--- src/rtl/stopwatch_core.sv ---
// Stopwatch/timer core: N-digit BCD up/down count with preset, pausable prescaler,
// split hold and a circular lap stash that overwrites its oldest entry when full.
module stopwatch_core #(
  parameter int CLK_FREQ    = 100000000,
  parameter int TICK_CYCLES = 10000000,
  parameter int DIGITS      = 4,
  parameter int LAP_DEPTH   = 8
) (
  input  logic                           clk,
  input  logic                           reset_n,
  input  logic                           start_stop,
  input  logic                           clear,
  input  logic                           split,
  input  logic                           count_down,
  input  logic                           load,
  input  logic [4*DIGITS-1:0]            preset,
  input  logic                           lap_store,
  input  logic                           lap_next,
  input  logic                           lap_clear,
  output logic [4*DIGITS-1:0]            display,
  output logic [4*DIGITS-1:0]            lap_out,
  output logic [$clog2(LAP_DEPTH+1)-1:0] lap_count,
  output logic                           lap_overflow,
  output logic                           running,
  output logic                           split_active,
  output logic                           expired,
  output logic                           rollover
);

  localparam int CW = 4 * DIGITS;
  localparam int PW = (TICK_CYCLES > 1) ? $clog2(TICK_CYCLES) : 1;
  localparam int AW = $clog2(LAP_DEPTH);
  localparam int NW = $clog2(LAP_DEPTH + 1);

  localparam logic [PW-1:0] PRESC_LAST = PW'(TICK_CYCLES - 1);
  localparam logic [AW-1:0] LAST_IDX   = AW'(LAP_DEPTH - 1);
  localparam logic [NW-1:0] FULL_CNT   = NW'(LAP_DEPTH);

  if (LAP_DEPTH < 2 || DIGITS < 1 || TICK_CYCLES < 1 || CLK_FREQ < 1) begin : g_param_check
    $error("stopwatch_core: invalid parameter set");
  end

  typedef enum logic [1:0] {
    ST_IDLE,
    ST_RUNNING,
    ST_PAUSED,
    ST_EXPIRED
  } state_e;

  function automatic logic [CW-1:0] all_nines();
    logic [CW-1:0] r;
    r = '0;
    for (int i = 0; i < DIGITS; i++) r[4*i +: 4] = 4'd9;
    return r;
  endfunction

  localparam logic [CW-1:0] ALL_NINES = all_nines();

  function automatic logic [CW-1:0] bcd_inc(input logic [CW-1:0] v);
    logic [CW-1:0] r;
    logic          carry;
    r     = v;
    carry = 1'b1;
    for (int i = 0; i < DIGITS; i++) begin
      if (carry) begin
        if (v[4*i +: 4] >= 4'd9) begin
          r[4*i +: 4] = 4'd0;
        end else begin
          r[4*i +: 4] = v[4*i +: 4] + 4'd1;
          carry       = 1'b0;
        end
      end
    end
    return r;
  endfunction

  function automatic logic [CW-1:0] bcd_dec(input logic [CW-1:0] v);
    logic [CW-1:0] r;
    logic          borrow;
    r      = v;
    borrow = 1'b1;
    for (int i = 0; i < DIGITS; i++) begin
      if (borrow) begin
        if (v[4*i +: 4] == 4'd0) begin
          r[4*i +: 4] = 4'd9;
        end else begin
          r[4*i +: 4] = v[4*i +: 4] - 4'd1;
          borrow      = 1'b0;
        end
      end
    end
    return r;
  endfunction

  function automatic logic [CW-1:0] bcd_clamp(input logic [CW-1:0] v);
    logic [CW-1:0] r;
    r = v;
    for (int i = 0; i < DIGITS; i++) begin
      if (v[4*i +: 4] > 4'd9) r[4*i +: 4] = 4'd9;
    end
    return r;
  endfunction

  function automatic logic [AW-1:0] ptr_inc(input logic [AW-1:0] p);
    return (p == LAST_IDX) ? '0 : p + AW'(1);
  endfunction

  function automatic logic [AW-1:0] ptr_dec(input logic [AW-1:0] p);
    return (p == '0) ? LAST_IDX : p - AW'(1);
  endfunction

  state_e        state_q, state_d;
  logic [CW-1:0] count_q, count_d;
  logic [PW-1:0] presc_q, presc_d;
  logic [CW-1:0] preset_q, preset_d;
  logic          mode_down_q, mode_down_d;
  logic [CW-1:0] split_q, split_d;
  logic          split_active_q, split_active_d;
  logic [CW-1:0] display_q, display_d;
  logic          running_q, running_d;
  logic          expired_q, expired_d;
  logic          rollover_q, rollover_d;

  logic [CW-1:0] stash_q [LAP_DEPTH];
  logic [AW-1:0] wr_ptr_q, wr_ptr_d;
  logic [AW-1:0] rd_ptr_q, rd_ptr_d;
  logic [NW-1:0] lap_count_q, lap_count_d;
  logic          lap_overflow_q, lap_overflow_d;
  logic [CW-1:0] lap_out_q, lap_out_d;
  logic          lap_we;
  logic [AW-1:0] oldest_idx;

  always_comb begin
    // NOTE: every *_d gets its hold value first so no branch leaves one unassigned,
    // which would otherwise infer a latch.
    state_d        = state_q;
    count_d        = count_q;
    presc_d        = presc_q;
    preset_d       = preset_q;
    mode_down_d    = mode_down_q;
    split_d        = split_q;
    split_active_d = split_active_q;
    expired_d      = 1'b0;
    rollover_d     = 1'b0;

    if (clear) begin
      state_d = ST_IDLE;
      count_d = mode_down_q ? preset_q : '0;
      presc_d = '0;
    end else begin
      unique case (state_q)
        ST_IDLE: begin
          mode_down_d = count_down;
          presc_d     = '0;
          if (load) begin
            preset_d = bcd_clamp(preset);
            count_d  = bcd_clamp(preset);
          end
          if (start_stop && !(count_down && count_d == '0)) state_d = ST_RUNNING;
        end
        ST_RUNNING: begin
          // The tick is processed even on the pausing cycle, so the fraction resumes exactly.
          if (presc_q == PRESC_LAST) begin
            presc_d = '0;
            if (mode_down_q) begin
              count_d = bcd_dec(count_q);
              if (count_d == '0) begin
                state_d   = ST_EXPIRED;
                expired_d = 1'b1;
              end
            end else begin
              count_d    = bcd_inc(count_q);
              rollover_d = (count_q == ALL_NINES);
            end
          end else begin
            presc_d = presc_q + PW'(1);
          end
          if (split) begin
            split_active_d = !split_active_q;
            if (!split_active_q) split_d = count_q;
          end
          if (start_stop && state_d == ST_RUNNING) state_d = ST_PAUSED;
        end
        ST_PAUSED: begin
          if (start_stop) state_d = ST_RUNNING;
        end
        ST_EXPIRED: begin
          count_d = '0;
          if (start_stop) state_d = ST_IDLE;
        end
        default: state_d = ST_IDLE;
      endcase
    end

    if (state_d != ST_RUNNING) split_active_d = 1'b0;
    running_d = (state_d == ST_RUNNING);
    display_d = split_active_d ? split_d : count_d;
  end

  // Without wrap-around the oldest entry is slot 0; once full it sits at the write pointer.
  assign oldest_idx = (lap_count_q == FULL_CNT) ? wr_ptr_q : '0;

  always_comb begin
    wr_ptr_d       = wr_ptr_q;
    rd_ptr_d       = rd_ptr_q;
    lap_count_d    = lap_count_q;
    lap_overflow_d = lap_overflow_q;
    lap_we         = 1'b0;

    if (lap_clear) begin
      wr_ptr_d       = '0;
      rd_ptr_d       = '0;
      lap_count_d    = '0;
      lap_overflow_d = 1'b0;
    end else if (lap_store) begin
      lap_we   = 1'b1;
      rd_ptr_d = wr_ptr_q;
      wr_ptr_d = ptr_inc(wr_ptr_q);
      if (lap_count_q == FULL_CNT) lap_overflow_d = 1'b1;
      else                         lap_count_d    = lap_count_q + NW'(1);
    end else if (lap_next && lap_count_q != '0) begin
      rd_ptr_d = (rd_ptr_q == oldest_idx) ? ptr_dec(wr_ptr_q) : ptr_dec(rd_ptr_q);
    end

    if (lap_count_d == '0) lap_out_d = '0;
    else if (lap_we)       lap_out_d = count_q;
    else                   lap_out_d = stash_q[rd_ptr_d];
  end

  // NOTE: non-blocking assignments make every flop sample pre-edge values,
  // independent of the order of statements in this block.
  always_ff @(posedge clk) begin
    if (!reset_n) begin
      state_q        <= ST_IDLE;
      count_q        <= '0;
      presc_q        <= '0;
      preset_q       <= '0;
      mode_down_q    <= 1'b0;
      split_q        <= '0;
      split_active_q <= 1'b0;
      display_q      <= '0;
      running_q      <= 1'b0;
      expired_q      <= 1'b0;
      rollover_q     <= 1'b0;
      wr_ptr_q       <= '0;
      rd_ptr_q       <= '0;
      lap_count_q    <= '0;
      lap_overflow_q <= 1'b0;
      lap_out_q      <= '0;
      // NOTE: the stash is deliberately reset so no stale lap survives a reset;
      // this forces it into flops rather than a RAM macro.
      for (int i = 0; i < LAP_DEPTH; i++) stash_q[i] <= '0;
    end else begin
      state_q        <= state_d;
      count_q        <= count_d;
      presc_q        <= presc_d;
      preset_q       <= preset_d;
      mode_down_q    <= mode_down_d;
      split_q        <= split_d;
      split_active_q <= split_active_d;
      display_q      <= display_d;
      running_q      <= running_d;
      expired_q      <= expired_d;
      rollover_q     <= rollover_d;
      wr_ptr_q       <= wr_ptr_d;
      rd_ptr_q       <= rd_ptr_d;
      lap_count_q    <= lap_count_d;
      lap_overflow_q <= lap_overflow_d;
      lap_out_q      <= lap_out_d;
      if (lap_we) stash_q[wr_ptr_q] <= count_q;
    end
  end

  assign display      = display_q;
  assign lap_out      = lap_out_q;
  assign lap_count    = lap_count_q;
  assign lap_overflow = lap_overflow_q;
  assign running      = running_q;
  assign split_active = split_active_q;
  assign expired      = expired_q;
  assign rollover     = rollover_q;

endmodule

--- config.mk ---
export PLATFORM = sky130hd
export DESIGN_NAME = stopwatch_core
export DESIGN_NICKNAME = d
export VERILOG_FILES = /design/src/rtl/stopwatch_core.sv
export SDC_FILE = /design/constraint.sdc
export NUM_CORES = 1
export LEC_CHECK = 0
export BUFFER_PORTS_ARGS = -buffer_cell sky130_fd_sc_hd__clkbuf_2
export CAP_MARGIN = 20
export CORE_MARGIN = 10
export CORE_UTILIZATION = 56
export CTS_CLUSTER_DIAMETER = 50
export DETAILED_ROUTE_END_ITERATION = 7
export GPL_TIMING_DRIVEN = 0
export PLACE_DENSITY = 0.82
export SLEW_MARGIN = 0
export SYNTH_ARGS = -nofsm -noshare
export SYNTH_HDL_FRONTEND = slang
export SYNTH_SLANG_ARGS = --single-unit
--- constraint.sdc ---
create_clock -name clk -period 3.5 [get_ports clk]
set_input_delay 0 -clock clk [delete_from_list [all_inputs] [get_ports clk]]
set_output_delay 0 -clock clk [all_outputs]
set_load 0.02 [all_outputs]
==> impl_metrics.ini <==
[timing]
tightestPinTransition_ps = 827
totalNegativeSetupSlack_ps = 0
finalWorstPathRequiredPeriod_ps = 3420
max-slew-margin-rel = 0.449
hold_ws_ps = 71.8
report.final.hold_viol_count = 0
timing.final.crit_share = 0.979
finalClockSkew_ps = 18.4
unrepaired_setup_endpoints_after_global_routing = no
setup_viol = 0
maxClockFrequency_mhz = 292
number_of_pins_exceeding_their_max_slew_limit_in_the_final_report = 0

[worst_setup_path]
timing.critical_path.slowest_cell_delay_ps = 450
worst-setup-path-type = reg2reg
critPathCaptureType = register
critical_path_at_ps = 3850
worst-path-buf-inv = 2
timing.critical_path.fanout_max = 10
timing.critical_path.slowest_stage_cell = a2111oi_1
critPathLaunchType = register
worst_path_dominant_cell_family = compound AO/OA/AOI/OAI gates
worst_ep_required_time_ps = 3930
timing.critical_path.cells = clkbuf_4, clkinvlp_4, ha_1, nor2_1, nand3_1, a2111oi_1, nand4_1, a2111o_1, a31oi_4, nor3_4, mux2_1

[synth]
postSynthCellCount = 1352
synth_area_per_cell_um2 = 9.50
synthAdderAreaFrac = 0.0224
synth_area_um2 = 12800
synth_edf_count = 128
yosysTopAreaCellShare = 0.299
yosysWarnings = 0
yosys_most_used_dff = edfxtp_1
syn_nets = 1401
synth_largest_area_cell = edfxtp_1
synth.area.mux_share = 0.0619
synth-seq-area-share = 0.490
synth_top_family_by_area = simple AND/OR/NAND/NOR gates
synth_compound_gate_area_share = 0.162
post_synth_simple_gate_area = 0.212
async_flop_share = 0
post_synth_cell_types = 82
ys_seq_elements = 250
synth_xor_area_frac = 0.00614
post_synth_main_area_contributors = edfxtp_1 (30%), dfxtp_1 (19%), mux2_2 (4.4%)

[cells_and_area]
final_nets = 1537
layout_common_cells = edfxtp_1 (128), nor2_1 (122), dfxtp_1 (120)
most_frequent_standard_cell_in_the_layout_excluding_fill_and_tap_cells = edfxtp_1
design_area_um2 = 15000
area_growth_pct = 17.1
antenna_cells_inserted = 0
ratio_of_cells_with_drive_above_1_in_the_final_layout = 0.159

[global_route]
antenna_found_initial = 0
grt_pass1_vias = 11160
grtUsageTotal = 0.255
global_route_wire_length_before_repair_um = 60400
grt_remaining_overflow = 0
grt_start_max_net_pins = 17

[clock_tree]
clockRootBuffer = clkbuf_16
tritoncts = yes
clock_latency_ps = 570
numCtsBuffers = 30
clkSlewWorstSetupHoldPaths_ps = 60
clock-sinks = 250
htreeDepth = 1
clock_tree.buffer_depth = 3

[floorplanning]
floorplan.die_area_um2 = 29400
row_count = 55
design.portCount = 67
chipHeight_um = 171
core_um2 = 22600
start_util = 0.569
dieWidth_um = 171

[routing]
detail_route.drc_violations = 0
wl_per_cell_um = 21.3
detailroute.via_count = 11564
routed_wirelength_um = 38300
drt-initial-drc-count = 1311
vias_per_cell = 6.44
dr.pass1.iters = 6
antenna_violating_nets_post_route = 0

[placed_design]
place.detailed.hpwl_um = 27100
routabilityCongestion = 0.955
placed_cell_area_um2 = 13500
place.port_buffers = 65

[power_and_ir_drop]
p_leak_nw = 5.34
worst_vdd_ir_v = 0.000396
cellPowerDensity_nw_per_um2 = 469

[worst_hold_path]
holdCritPathClass = in2reg

[run]
max_cap_violations = 0

[outcome]
run_status = complete, no violations
[state kept, by name, summed over array words and instances (netlist names), 2 cells and up]
name,cells
stash_q,128
presc_q,24
count_q,16
display,16
lap_out,16
preset_q,16
split_q,16
lap_count,4
rd_ptr_q,3
wr_ptr_q,3
state_q,2
[final cells by class]
class	instances	area (um^2)
buffer	117	479
clock inverter	18	199
multi-input combinational	950	6050
tap	285	357
sequential	250	6290
inverter	30	131
clock buffer	37	797
timing repair buffer	109	728
fill	1753	7540
[path summary, 6_finish.rpt]
| check | from | endpoint | slack [ps] | cells past startpoint |
|---|---|---|---|---|
| min reg2reg | preset_q[13]$_SDFFE_PN0P_ | preset_q[13]$_SDFFE_PN0P_ | 470 | 2 |
| max | count_q[4]$_SDFF_PN0_ | display[15]$_SDFF_PN0_ | 80 | 11 |
| min | split | split_q[0]$_SDFF_PN0_ | 70 | 5 |
| max reg2reg | count_q[4]$_SDFF_PN0_ | display[15]$_SDFF_PN0_ | 80 | 11 |
[cells by family after synthesis]
family	Yosys count
XOR/XNOR	9
flip-flops	250
adder cells (fa/ha/maj)	23
buffers and inverters	152
AO/OA/AOI/OAI	309
multiplexers	73
AND/OR/NAND/NOR	536
[worst min-delay path, stage by stage]
cell      delay [ps]
clkbuf_2         100
nand2_1          100
nor2_2           140
mux2i_1          170
nor2_1            80
[power breakdown]
part | total, mW | switching (mW) | internal, mW
registers | 3.20 | 0.0398 | 3.16
logic | 0.712 | 0.459 | 0.253
clock network | 3.13 | 1.28 | 1.85
[synthesized netlist by cell type (all sizes together), types with 15 or more instances]
library cell,instances
edfxtp,128
nor2,125
dfxtp,122
nand2,107
clkbuf,102
nor3,89
a21oi,75
nor4,63
o21ai,61
mux2,51
and2,33
o22ai,33
nand3,31
ha,23
inv,23
mux2i,22
buf,20
nand2b,17
o211a,16
a2bb2oi,15
a31oi,15
[timing repair]
| item | CTS | global route |
|---|---|---|
| setup endpoints to repair | 38 | 44 |
| gates resized for setup | 20 | 39 |
| buffers inserted | 7 | 8 |
| hold buffers | 26 | 0 |
| hold endpoints to repair | 25 | 0 |
| pin swaps | 5 | 5 |
[metal layers]
metal | GRT usage | part of all wire | vias to the layer above
met5 | 0 | 0 | -
met1 | 0.320 | 0.39 | 5434
li1 | - | - | 5331
met2 | 0.431 | 0.48 | 659
met3 | 0.0422 | 0.088 | 140
met4 | 0.101 | 0.043 | 0
[through the flow]
stage / power (mW) / instances / setup slack (ps) / util
after CTS: 7.02 / 1789 / 8.60 / 0.660
after global placement: 3.88 / 1702 / -749 / 0.599
after global routing: 7.22 / 1796 / 1.53 / 0.666
after floorplan: 3.68 / 1352 / 205 / -
after detailed placement: 3.90 / 1705 / -768 / 0.600
final: 7.05 / 1796 / 75.1 / 0.666
No activity file was read; power rests on OpenSTA's default activity.
